[src/rtl/sum_block_accum_if.sv]
// Handshake bundle for sum_block_accum: sample stream in, block result out.
// The master side is the producer/consumer pair around the accumulator.
interface sum_block_accum_if;
    logic [7:0]  sum_in;
    logic        in_valid;
    logic        in_ready;
    logic        clear;
    logic [15:0] total;
    logic [7:0]  max;
    logic [7:0]  count;
    logic        out_valid;
    logic        out_ready;

    modport master (
        output sum_in, in_valid, clear, out_ready,
        input  in_ready, total, max, count, out_valid
    );

    modport slave (
        input  sum_in, in_valid, clear, out_ready,
        output in_ready, total, max, count, out_valid
    );
endinterface

[src/rtl/sum_block_accum.sv]
// Groups adder results into blocks of BLOCK samples and reports each block's
// 16-bit total and maximum sample; the input stalls while a result is pending.
module sum_block_accum #(
    parameter int BLOCK = 4
) (
    input  logic              clock,
    input  logic              reset,
    sum_block_accum_if.slave  bus
);

    if (BLOCK < 1 || BLOCK > 255) begin : g_bad_block
        $error("sum_block_accum: BLOCK must be in 1..255");
    end

    localparam logic [7:0] LAST = 8'(BLOCK - 1);

    typedef enum logic {ACC, DONE} state_t;

    state_t      state;
    logic [15:0] acc;
    logic [7:0]  mx;
    logic [7:0]  cnt;
    logic [15:0] total_q;
    logic [7:0]  max_q;

    logic [15:0] acc_nxt;
    logic [7:0]  mx_nxt;
    logic        accept;

    // Sum cannot overflow 16 bits: at most 255 samples of 255 each.
    assign acc_nxt = acc + {8'h00, bus.sum_in};
    assign mx_nxt  = (bus.sum_in > mx) ? bus.sum_in : mx;
    assign accept  = (state == ACC) && bus.in_valid;

    always_ff @(posedge clock) begin
        if (!reset) begin
            state   <= ACC;
            acc     <= '0;
            mx      <= '0;
            cnt     <= '0;
            total_q <= '0;
            max_q   <= '0;
        end else if (bus.clear) begin
            // Drops the partial block and any pending result; outputs keep last values.
            state <= ACC;
            acc   <= '0;
            mx    <= '0;
            cnt   <= '0;
        end else begin
            case (state)
                ACC: begin
                    if (accept) begin
                        if (cnt == LAST) begin
                            total_q <= acc_nxt;
                            max_q   <= mx_nxt;
                            acc     <= '0;
                            mx      <= '0;
                            cnt     <= '0;
                            state   <= DONE;
                        end else begin
                            acc <= acc_nxt;
                            mx  <= mx_nxt;
                            cnt <= cnt + 8'd1;
                        end
                    end
                end
                DONE: begin
                    if (bus.out_ready)
                        state <= ACC;
                end
                default: state <= ACC;
            endcase
        end
    end

    // Handshake outputs come straight from the state register.
    assign bus.in_ready  = (state == ACC);
    assign bus.out_valid = (state == DONE);
    assign bus.total     = total_q;
    assign bus.max       = max_q;
    assign bus.count     = cnt;

endmodule

[src/flat_wrapper.sv]
// flat-port wrapper written by rule: the top's interface ports become plain ports
module sum_block_accum_flat 
#(
    parameter int BLOCK = 4
)
  (clock, reset, bus_sum_in, bus_in_valid, bus_clear, bus_out_ready, bus_in_ready, bus_total, bus_max, bus_count, bus_out_valid);
  sum_block_accum_if bus_i ();
  input  logic clock;
  input  logic reset;
  input wire logic [$bits(bus_i.sum_in)-1:0] bus_sum_in;
  input wire logic [$bits(bus_i.in_valid)-1:0] bus_in_valid;
  input wire logic [$bits(bus_i.clear)-1:0] bus_clear;
  input wire logic [$bits(bus_i.out_ready)-1:0] bus_out_ready;
  output wire logic [$bits(bus_i.in_ready)-1:0] bus_in_ready;
  output wire logic [$bits(bus_i.total)-1:0] bus_total;
  output wire logic [$bits(bus_i.max)-1:0] bus_max;
  output wire logic [$bits(bus_i.count)-1:0] bus_count;
  output wire logic [$bits(bus_i.out_valid)-1:0] bus_out_valid;
  assign bus_i.sum_in = bus_sum_in;
  assign bus_i.in_valid = bus_in_valid;
  assign bus_i.clear = bus_clear;
  assign bus_i.out_ready = bus_out_ready;
  assign bus_in_ready = bus_i.in_ready;
  assign bus_total = bus_i.total;
  assign bus_max = bus_i.max;
  assign bus_count = bus_i.count;
  assign bus_out_valid = bus_i.out_valid;
  sum_block_accum #(.BLOCK(BLOCK)) u_core (.clock(clock), .reset(reset), .bus(bus_i));
endmodule
[config.mk]
export PLATFORM = sky130hd
export DESIGN_NAME = sum_block_accum_flat
export DESIGN_NICKNAME = d
export VERILOG_FILES = /design/src/rtl/sum_block_accum_if.sv /design/src/rtl/sum_block_accum.sv /design/src/flat_wrapper.sv
export SDC_FILE = /design/constraint.sdc
export NUM_CORES = 1
export LEC_CHECK = 0
export BUFFER_PORTS_ARGS = -buffer_cell sky130_fd_sc_hd__buf_2
export CAP_MARGIN = 30
export CORE_MARGIN = 1.5
export CORE_UTILIZATION = 57
export DETAILED_ROUTE_END_ITERATION = 16
export PLACE_DENSITY_LB_ADDON = 0.25
export SLEW_MARGIN = 40
export SYNTH_ARGS = -nofsm -noshare
export SYNTH_HDL_FRONTEND = slang
export SYNTH_SLANG_ARGS = --single-unit
[constraint.sdc]
create_clock -name clock -period 2.6 [get_ports clock]
set_input_delay 0.39 -clock clock [delete_from_list [all_inputs] [get_ports clock]]
set_output_delay 0.39 -clock clock [all_outputs]
set_load 0.1 [all_outputs]
Yosys cells after proc, flatten, opt, wreduce, memory -nomap -nowiden
Cells that the tools add are included.
{"block": "totals", "reg_bits": 57, "in_bits": 13, "elab_cells": 25}
{"block": "classes", "add_sub_neg": 2, "magnitude_cmp": 1, "eq_ne": 1, "muxes": 8, "n_bitwise": 3, "reduce_logical": 4}
{"cell": "$mux W8", "n": 3}
{"cell": "$add A16 B8 Y16", "n": 1}
{"cell": "$mux W16", "n": 1}
{"cell": "$add A8 B1 Y8 const B", "n": 1}
{"cell": "$eq A8 B2 Y1 const B", "n": 1}
{"cell": "$gt A8 B8 Y1", "n": 1}
{"cell": "$reduce_and A4 Y1", "n": 1}
{"cell": "$mux W1", "n": 3}
{"cell": "$not A1 Y1", "n": 3}
{"cell": "$pmux W1 S2", "n": 1}
{"cell": "$reduce_and A2 Y1", "n": 1}
{"cell": "$reduce_or A2 Y1", "n": 1}
{"cell": "$logic_and A1 B1 Y1", "n": 1}

Logic depth before layout (Yosys ltp)
Gate-level depths: netlist (run 1).
{"block": "logic_depth", "ltp_word": 4, "ltp_mapped": 8}

Least setup slack after synthesis (run 1)
OpenSTA, ideal clock, no wires.
{"block": "synth_path", "path_type": "register to register", "start": "register u_core.cnt[0], in the netlist u_core.bus.count[0]", "end": "register u_core.max_q[0], in the netlist u_core.bus.max[0]", "arrival_ps": 2525, "slack_ps": -61, "stages_incl_launch_ff": 8, "n_path_buf": 1, "path_cell_list": "dfxtp_1 > ha_1 > nor4b_2 > nand3_2 > or2_4 > buf_6 > a2111oi_0 > a211oi_1"}
{"block": "synth_between", "elab_chain_len": 2}
{"element": "start, declared", "line_no": "sum_block_accum.sv:22", "rtl": "logic [7:0] cnt;"}
{"element": "start signal, assigned", "line_no": "sum_block_accum.sv:63", "rtl": "cnt <= cnt + 8'd1;"}
{"element": "$eq A8 B2 Y1", "line_no": "sum_block_accum.sv:53", "rtl": "if (cnt == LAST) begin"}
{"element": "$reduce_and A4 Y1 (no line)"}
{"element": "end signal, assigned", "line_no": "sum_block_accum.sv:55", "rtl": "max_q <= mx_nxt;"}
{"element": "end, declared", "line_no": "sum_block_accum.sv:24", "rtl": "logic [7:0] max_q;"}
No other way between the ends.
A chain may end at the register's enable or synchronous reset.

Worst setup path after layout (run 1)
{"block": "layout_path", "start": "register u_core.cnt[0], in the netlist u_core.bus.count[0]", "end": "register u_core.max_q[7], in the netlist u_core.bus.max[7]"}
The elaborated chain is that of the path after synthesis.

==> flow_metrics.env, run 1 <==
export IMPL_die_w_um=76.9
export IMPL_antenna_found_initial=0
export IMPL_worstMarginPinSlew_ns=0.650
export IMPL_met2_usage_pct=42.3
export IMPL_path_buf_inv=0
export IMPL_nFillCells=434
export IMPL_finalHoldViolCount=0
export IMPL_final_cell_mix="dfxtp_1 (55), buf_2 (46), nor2_1 (35), nand2_1 (28), a21oi_1 (20)"
export IMPL_cts_setup_buffers=0
export IMPL_synth_flop_cell="dfxtp_1"
export IMPL_use_met3_pct=5.60
export IMPL_grt_pass1_wl_um=12700
export IMPL_coreArea_um2=5170
export IMPL_crit_cells=6
export IMPL_fin_skew_ns=0.0100
export IMPL_cpMaxStageDelayCell="a2111oi_0"
export IMPL_cts_tree="built"
export IMPL_clockBufferDepth=2
export IMPL_drc=0
export IMPL_numPlacedInstances=463
export IMPL_met1_usage_pct=36.2
export IMPL_r2r_end="u_core.bus.max[7]$_SDFFE_PN0P_"
export IMPL_cts_resized_gates=0
export IMPL_num_vias=2872
export IMPL_area_growth_pct=16.1
export IMPL_min_path_type="in2reg"
export IMPL_netlist_instances=353
export IMPL_nets=435
export IMPL_setup_tns_ns=0
export IMPL_cp_data_required_time_ns=2.81
export IMPL_synth_cell_type_count=54
export IMPL_fin_crit_sh_pct=86.5
export IMPL_path_class="reg2reg"
export IMPL_power_density_nw_per_um2=549
export IMPL_leakage_nw=1.50
export IMPL_ys_warnings_count=0
export IMPL_layout_commonest_cell="dfxtp_1"
export IMPL_rsz0062_at_grt="false"
export IMPL_cp_arrival_ns=2.45
export IMPL_ys_seq_area_share_pct=36.7
export IMPL_ys_ff_latch=57
export IMPL_place_gp_congestion=0.885
export IMPL_cts_root_buffer="clkbuf_8"
export IMPL_fin_cells=479
export IMPL_setup_violations=0
export IMPL_cap_violations=0
export IMPL_cp_slowest_stage_delay_ns=0.49
export IMPL_cts_buffers=9
export IMPL_crit_chain="ha_1, nor4b_2, nand3_2, or2_4, a2111oi_0, a211oi_1"
export IMPL_endpoint_kind="flip-flop"
export IMPL_numPortBuffers=46
export IMPL_htree_levels=3
export IMPL_fmax_mhz=445
export IMPL_cp_start_kind="flip-flop"
export IMPL_reg2reg_from="u_core.bus.count[0]$_SDFFE_PP0P_"
export IMPL_die_area_um2=5910
export IMPL_slew_violations=0
export IMPL_whs_ns=0.305
export IMPL_cts_sinks=57
export IMPL_r2r_setup_slack_ns=0.35
export IMPL_worstSkewPairLatency_ns=0.34
export IMPL_grt_start_max_net_pins=32
export IMPL_via_per_inst=6.00
export IMPL_fin_ws_ns=0.351
export IMPL_crit_path_end="u_core.bus.max[7]$_SDFFE_PN0P_"
export IMPL_rows=26
export IMPL_startpoint="u_core.bus.count[0]$_SDFFE_PP0P_"
export IMPL_drt_iter0_markers=257
export IMPL_post_drt_wl_per_cell_um=15.8
export IMPL_clk_pin_slew_ns=0.06
export IMPL_drive_gt1_share_pct=20.5
export IMPL_wl_um=7550
export IMPL_overflow=0
export IMPL_ir_worst_vdd_mv=0.301
export IMPL_pre_cts_ws_ns=0.214
export IMPL_final_cell_area_um2=3610
export IMPL_start_util_pct=60.2
export IMPL_grt_busiest_layer="met2"
export IMPL_ant_nets=0
export IMPL_netlist_area_um2=3110
export IMPL_placed_cell_area_um2=3400
export IMPL_relSlewSlack_pct=56.7
export IMPL_grt_pass1_vias=2632
export IMPL_die_h_um=76.9
export IMPL_path_max_fanout=31
export IMPL_worstRegToRegCells=6
export IMPL_gr_usage_all_layers_pct=26.8
export IMPL_synth_avg_cell_area_um2=8.82
export IMPL_drtPass1Iterations=5
export IMPL_ios=47
export IMPL_status="finished, final reports clean"
export IMPL_synth_edf_count=0
export IMPL_dp_hpwl_um=5310
export IMPL_period_needed_ns=2.25
export IMPL_synth_net_count=384
export IMPL_postCtsHoldBufs=0
export IMPL_n_antenna_cell=0
export IMPL_async_flop_share_pct=0
export IMPL_path_delay_family="simple AND/OR/NAND/NOR gates"
[where the power goes]
group | total [mW] | switching [mW] | internal, mW | leakage, nW
Clock | 0.866 | 0.346 | 0.520 | 0.107
Sequential | 0.906 | 0.0178 | 0.889 | 0.461
Combinational | 0.212 | 0.138 | 0.0737 | 0.933
[logic make-up after synthesis]
kind of cell             Yosys count  synth area share, %
AO/OA/AOI/OAI                    107                 25.3
buffers and inverters             32                 5.47
multiplexers                       1                0.322
XOR/XNOR                          13                 3.66
AND/OR/NAND/NOR                  125                 21.1
flip-flops                        57                 36.7
adder cells (fa/ha/maj)           18                 7.48
[cell type report]
| type | count | area, um^2 | area share [%] |
|---|---|---|---|
| Clock inverter | 2 | 35.0 | 0.970 |
| Sequential cell | 57 | 1140 | 31.7 |
| Multi-Input combinational cell | 264 | 1800 | 49.8 |
| Clock buffer | 14 | 173 | 4.78 |
| Inverter | 14 | 52.6 | 1.45 |
| Timing Repair Buffer | 58 | 320 | 8.87 |
| Tap cell | 70 | 87.6 | 2.42 |
[layer usage]
| metal | share of wire, % | vias to the layer above |
|---|---|---|
| met2 | 46 | 79 |
| met4 | 1.5 | 0 |
| li1 | - | 1441 |
| met3 | 5.6 | 12 |
| met5 | 0 | - |
| met1 | 47 | 1340 |
[worst min path at each step]
stage | startpoint | endpoint | depth (start not counted)
after floorplan | u_core.acc[6]$_SDFFE_PP0P_ | u_core.acc[6]$_SDFFE_PP0P_ | 2
after global routing | bus_out_ready | u_core.bus.out_valid$_SDFF_PP0_ | 3
after CTS | bus_out_ready | u_core.bus.out_valid$_SDFF_PP0_ | 3
after global placement | u_core.bus.total[5]$_SDFFE_PN0P_ | u_core.bus.total[5]$_SDFFE_PN0P_ | 2
after detailed placement | u_core.bus.total[0]$_SDFFE_PN0P_ | u_core.bus.total[0]$_SDFFE_PN0P_ | 2
final | bus_out_ready | u_core.bus.out_valid$_SDFF_PP0_ | 3
[flip-flops by register name, summed over array words and instances, names as in the netlist]
register              cells
u_core.mx                 8
u_core.bus.max            8
u_core.acc               16
u_core.bus.count          8
u_core.bus.total         16
u_core.bus.out_valid      1
[per-stage QoR]
step	total power, mW	utilization (%)
floorplan	1.07	-
global placement	1.13	65.8
detailed placement	1.13	65.8
CTS	1.98	69.8
global route	2.05	69.8
finish	1.98	69.8
[synth_stat cells, types with 2 or more instances]
master      n  share of area, %
a21o_1      2              0.48
nor2b_1     2              0.40
xor2_1      8               2.3
ha_1       17               6.8
or3_1       2              0.40
inv_1      14               1.7
a21oi_1    20               3.2
nor2_1     35               4.2
xnor2_1     5               1.4
o311ai_0    4               1.1
nand3_1    15               2.4
buf_4       3              0.72
nand2_1    28               3.4
nand2b_1    5               1.0
and2_1      5               1.0
nor4_1      3              0.60
a22oi_1     6               1.4
o211a_1     4               1.3
and4_1      4               1.1
a2111oi_0   8               2.3
buf_2       6              0.97
o21a_1      5               1.2
a211oi_1   16               3.9
o21ai_0    12               1.9
buf_6       2              0.72
a32o_1      8               2.6
nand4_1     8               1.6
dfxtp_1    57                37
a31oi_1     6               1.2
o221ai_1    2              0.56
nor3_1      6              0.97
o211ai_1    4              0.97
a2111o_1    2              0.72
clkbuf_1    6              0.72
a211o_1     2              0.56
and3_1      3              0.60
[worst min-delay path, delay by kind of cell]
family          cells  cell delay [ns]
compound gates      1             0.06
buf+inv             1             0.07
simple gates        1             0.08
Note: power is estimated with default switching activity, not from simulation.
==> run 2, diff against run 1 <==
--- a/config.mk
+++ b/config.mk
@@ -5,12 +5,13 @@
 export SDC_FILE = /design/constraint.sdc
 export NUM_CORES = 1
 export LEC_CHECK = 0
+export ABC_AREA = 1
 export BUFFER_PORTS_ARGS = -buffer_cell sky130_fd_sc_hd__buf_2
 export CAP_MARGIN = 30
 export CORE_MARGIN = 1.5
 export CORE_UTILIZATION = 57
 export DETAILED_ROUTE_END_ITERATION = 16
-export PLACE_DENSITY_LB_ADDON = 0.25
+export PLACE_DENSITY = 0.87
 export SLEW_MARGIN = 40
 export SYNTH_ARGS = -nofsm -noshare
 export SYNTH_HDL_FRONTEND = slang
==> run 2 against run 1 <==
Synthesized cell count rose by 37%. Utilization shrank 3.3 points. Maximum frequency increased by 20%. Clock-buffer cell count is 1 higher. Largest power group unchanged. Register-to-register slack improved by 0.37 ns.
==> flow_metrics.env, run 2 <==
export IMPL_synth_top_area_share_pct=34.8
export IMPL_crit_chain="ha_1, nand3_2, nor2_4, nand2_4, nor2_8, buf_4, o21ai_0, a21oi_1"
export IMPL_post_drt_wl_per_cell_um=11.6
export IMPL_m1WireLength_um=3220
export IMPL_coreArea_um2=5540
export IMPL_cp_slowest_stage_delay_ns=0.41
export IMPL_final_util_pct=66.5
export IMPL_drive_gt1_share_pct=14.6
export IMPL_cp_arrival_ns=2.15
export IMPL_cts_root_buffer="clkbuf_8"
export IMPL_fin_skew_ns=0.00880
export IMPL_synth_cell_type_count=36
export IMPL_pre_cts_ws_ns=0.565
export IMPL_dp_hpwl_um=5140
export IMPL_synth_flop_cell="dfxtp_1"
export IMPL_seqCellArea_um2=1140
export IMPL_slew_violations=0
export IMPL_power_density_nw_per_um2=492
export IMPL_path_max_fanout=22
export IMPL_netlist_instances=483
export IMPL_cts_buffers=9
export IMPL_grt_start_max_net_pins=29
export IMPL_clockBufferDepth=2
export IMPL_ys_top_cells_by_area="dfxtp_1 (35%), nand2_1 (18%), inv_1 (7.9%)"
export IMPL_die_w_um=78.8
export IMPL_power_mw=1.81
export IMPL_gr_usage_all_layers_pct=24.5
export IMPL_worstSkewPairLatency_ns=0.34
export IMPL_synth_net_count=514
export IMPL_nFillCells=509
export IMPL_fin_crit_sh_pct=72.3
export IMPL_fin_ws_ns=0.719
export IMPL_clk_pin_slew_ns=0.06
export IMPL_wl_um=7040
export IMPL_start_util_pct=59.1
export IMPL_finalHoldViolCount=0
export IMPL_whs_ns=0.333
export IMPL_fin_cells=607
export IMPL_htree_levels=3
export IMPL_area_growth_pct=12.6
export IMPL_multi_input_area_um2=1760
export IMPL_fmax_mhz=532
export IMPL_min_path_type="in2reg"
export IMPL_synth_edf_count=0
export IMPL_wl_met3_um=406
export IMPL_antenna_found_initial=0
export IMPL_worstMarginPinSlew_ns=0.587
export IMPL_overflow=0
export IMPL_status="finished, final reports clean"
export IMPL_grt_pass1_vias=2885
export IMPL_yosysMostFrequentCell="nand2_1"
export IMPL_cts_sinks=57
export IMPL_async_flop_share_pct=0
export IMPL_top_layer_used="met4"
export IMPL_ir_worst_vdd_mv=0.360
export IMPL_n_antenna_cell=0
export IMPL_placed_cell_area_um2=3530
export IMPL_nets=562
export IMPL_setup_violations=0
export IMPL_drt_iter0_markers=154
export IMPL_path_class="reg2reg"
export IMPL_synth_avg_cell_area_um2=6.78
export IMPL_via_per_inst=5.13
export IMPL_cts_resized_gates=0
export IMPL_ant_nets=0
export IMPL_die_h_um=78.8
export IMPL_place_gp_congestion=0.910
export IMPL_numPortBuffers=46
export IMPL_cp_data_required_time_ns=2.87
export IMPL_rsz0062_at_grt="false"
export IMPL_ios=47
export IMPL_rows=27
export IMPL_ys_ff_latch=57
export IMPL_period_needed_ns=1.88
export IMPL_layout_commonest_cell="nand2_1"
export IMPL_synth_commonest_cells="nand2_1 (156), inv_1 (69), dfxtp_1 (57)"
export IMPL_num_vias=3112
export IMPL_setup_tns_ns=0
export IMPL_grt_pass1_wl_um=12000
export IMPL_netlist_area_um2=3270
export IMPL_drtPass1Iterations=4
export IMPL_final_cell_area_um2=3690
export IMPL_endpoint_kind="flip-flop"
export IMPL_cap_violations=0
export IMPL_ys_seq_area_share_pct=34.8
export IMPL_numPlacedInstances=592
export IMPL_yosysTopAreaCell="dfxtp_1"
export IMPL_postCtsHoldBufs=0
export IMPL_relSlewSlack_pct=60.8
export IMPL_drc=0
export IMPL_route_met2_wl_um=3310
export IMPL_cpMaxStageDelayCell="dfxtp_1"
export IMPL_cts_setup_buffers=0
export IMPL_cp_start_kind="flip-flop"
export IMPL_leakage_nw=1.88
export IMPL_final_cell_mix="nand2_1 (156), inv_1 (69), dfxtp_1 (57), buf_2 (46), nand3_1 (38)"
export IMPL_cts_tree="built"
export IMPL_die_area_um2=6210
export IMPL_ys_warnings_count=0
==> run 2: layout make-up <==
cell class / instances / share of cell area, %
clock buffer: 15 / 4.24
inverter: 73 / 7.43
multi-input combinational: 340 / 47.9
sequential: 57 / 31.0
tap: 72 / 2.44
timing repair buffer: 50 / 7.06
==> run 2: kinds of logic (layout without fill, tap and decap cells) <==
family	after synthesis	after routing	synth area share [%]
and+or+nand+nor	251	251	33.4
AOI/OAI and AO/OA	65	65	11.7
adders and majority gates	18	18	7.11
xor gates and xnor gates	6	6	1.60
DFF	57	57	34.8
buffers and inverters	86	138	11.3
==> run 2: final timing paths <==
kind | startpoint | to | slack [ns] | depth (start not counted)
max | u_core.bus.count[0]$_SDFFE_PP0P_ | u_core.bus.total[6]$_SDFFE_PN0P_ | 0.72 | 8
min | bus_out_ready | u_core.bus.out_valid$_SDFF_PP0_ | 0.33 | 3
max reg2reg | u_core.bus.count[0]$_SDFFE_PP0P_ | u_core.bus.total[6]$_SDFFE_PN0P_ | 0.72 | 8
min reg2reg | u_core.mx[1]$_SDFFE_PP0P_ | u_core.mx[1]$_SDFFE_PP0P_ | 0.47 | 2
==> run 2: layer usage <==
layer,track usage [%],up-vias
met4,10.7,0
met5,0,-
met2,42.8,91
li1,-,1620
met3,4.94,8
met1,28.8,1393
==> run 2: worst max-delay path, delay by kind of cell (launching register included) <==
family          cells  cell delay [ns]
flops               1             0.41
compound gates      2             0.23
buf+inv             1             0.31
fa+ha+maj           1             0.23
simple gates        4             0.62
==> run 2: power breakdown <==
part           internal, mW  total (mW)  switching (mW)
Combinational        0.0725       0.222           0.150
Sequential            0.886       0.894         0.00783
Clock                 0.369       0.697           0.328
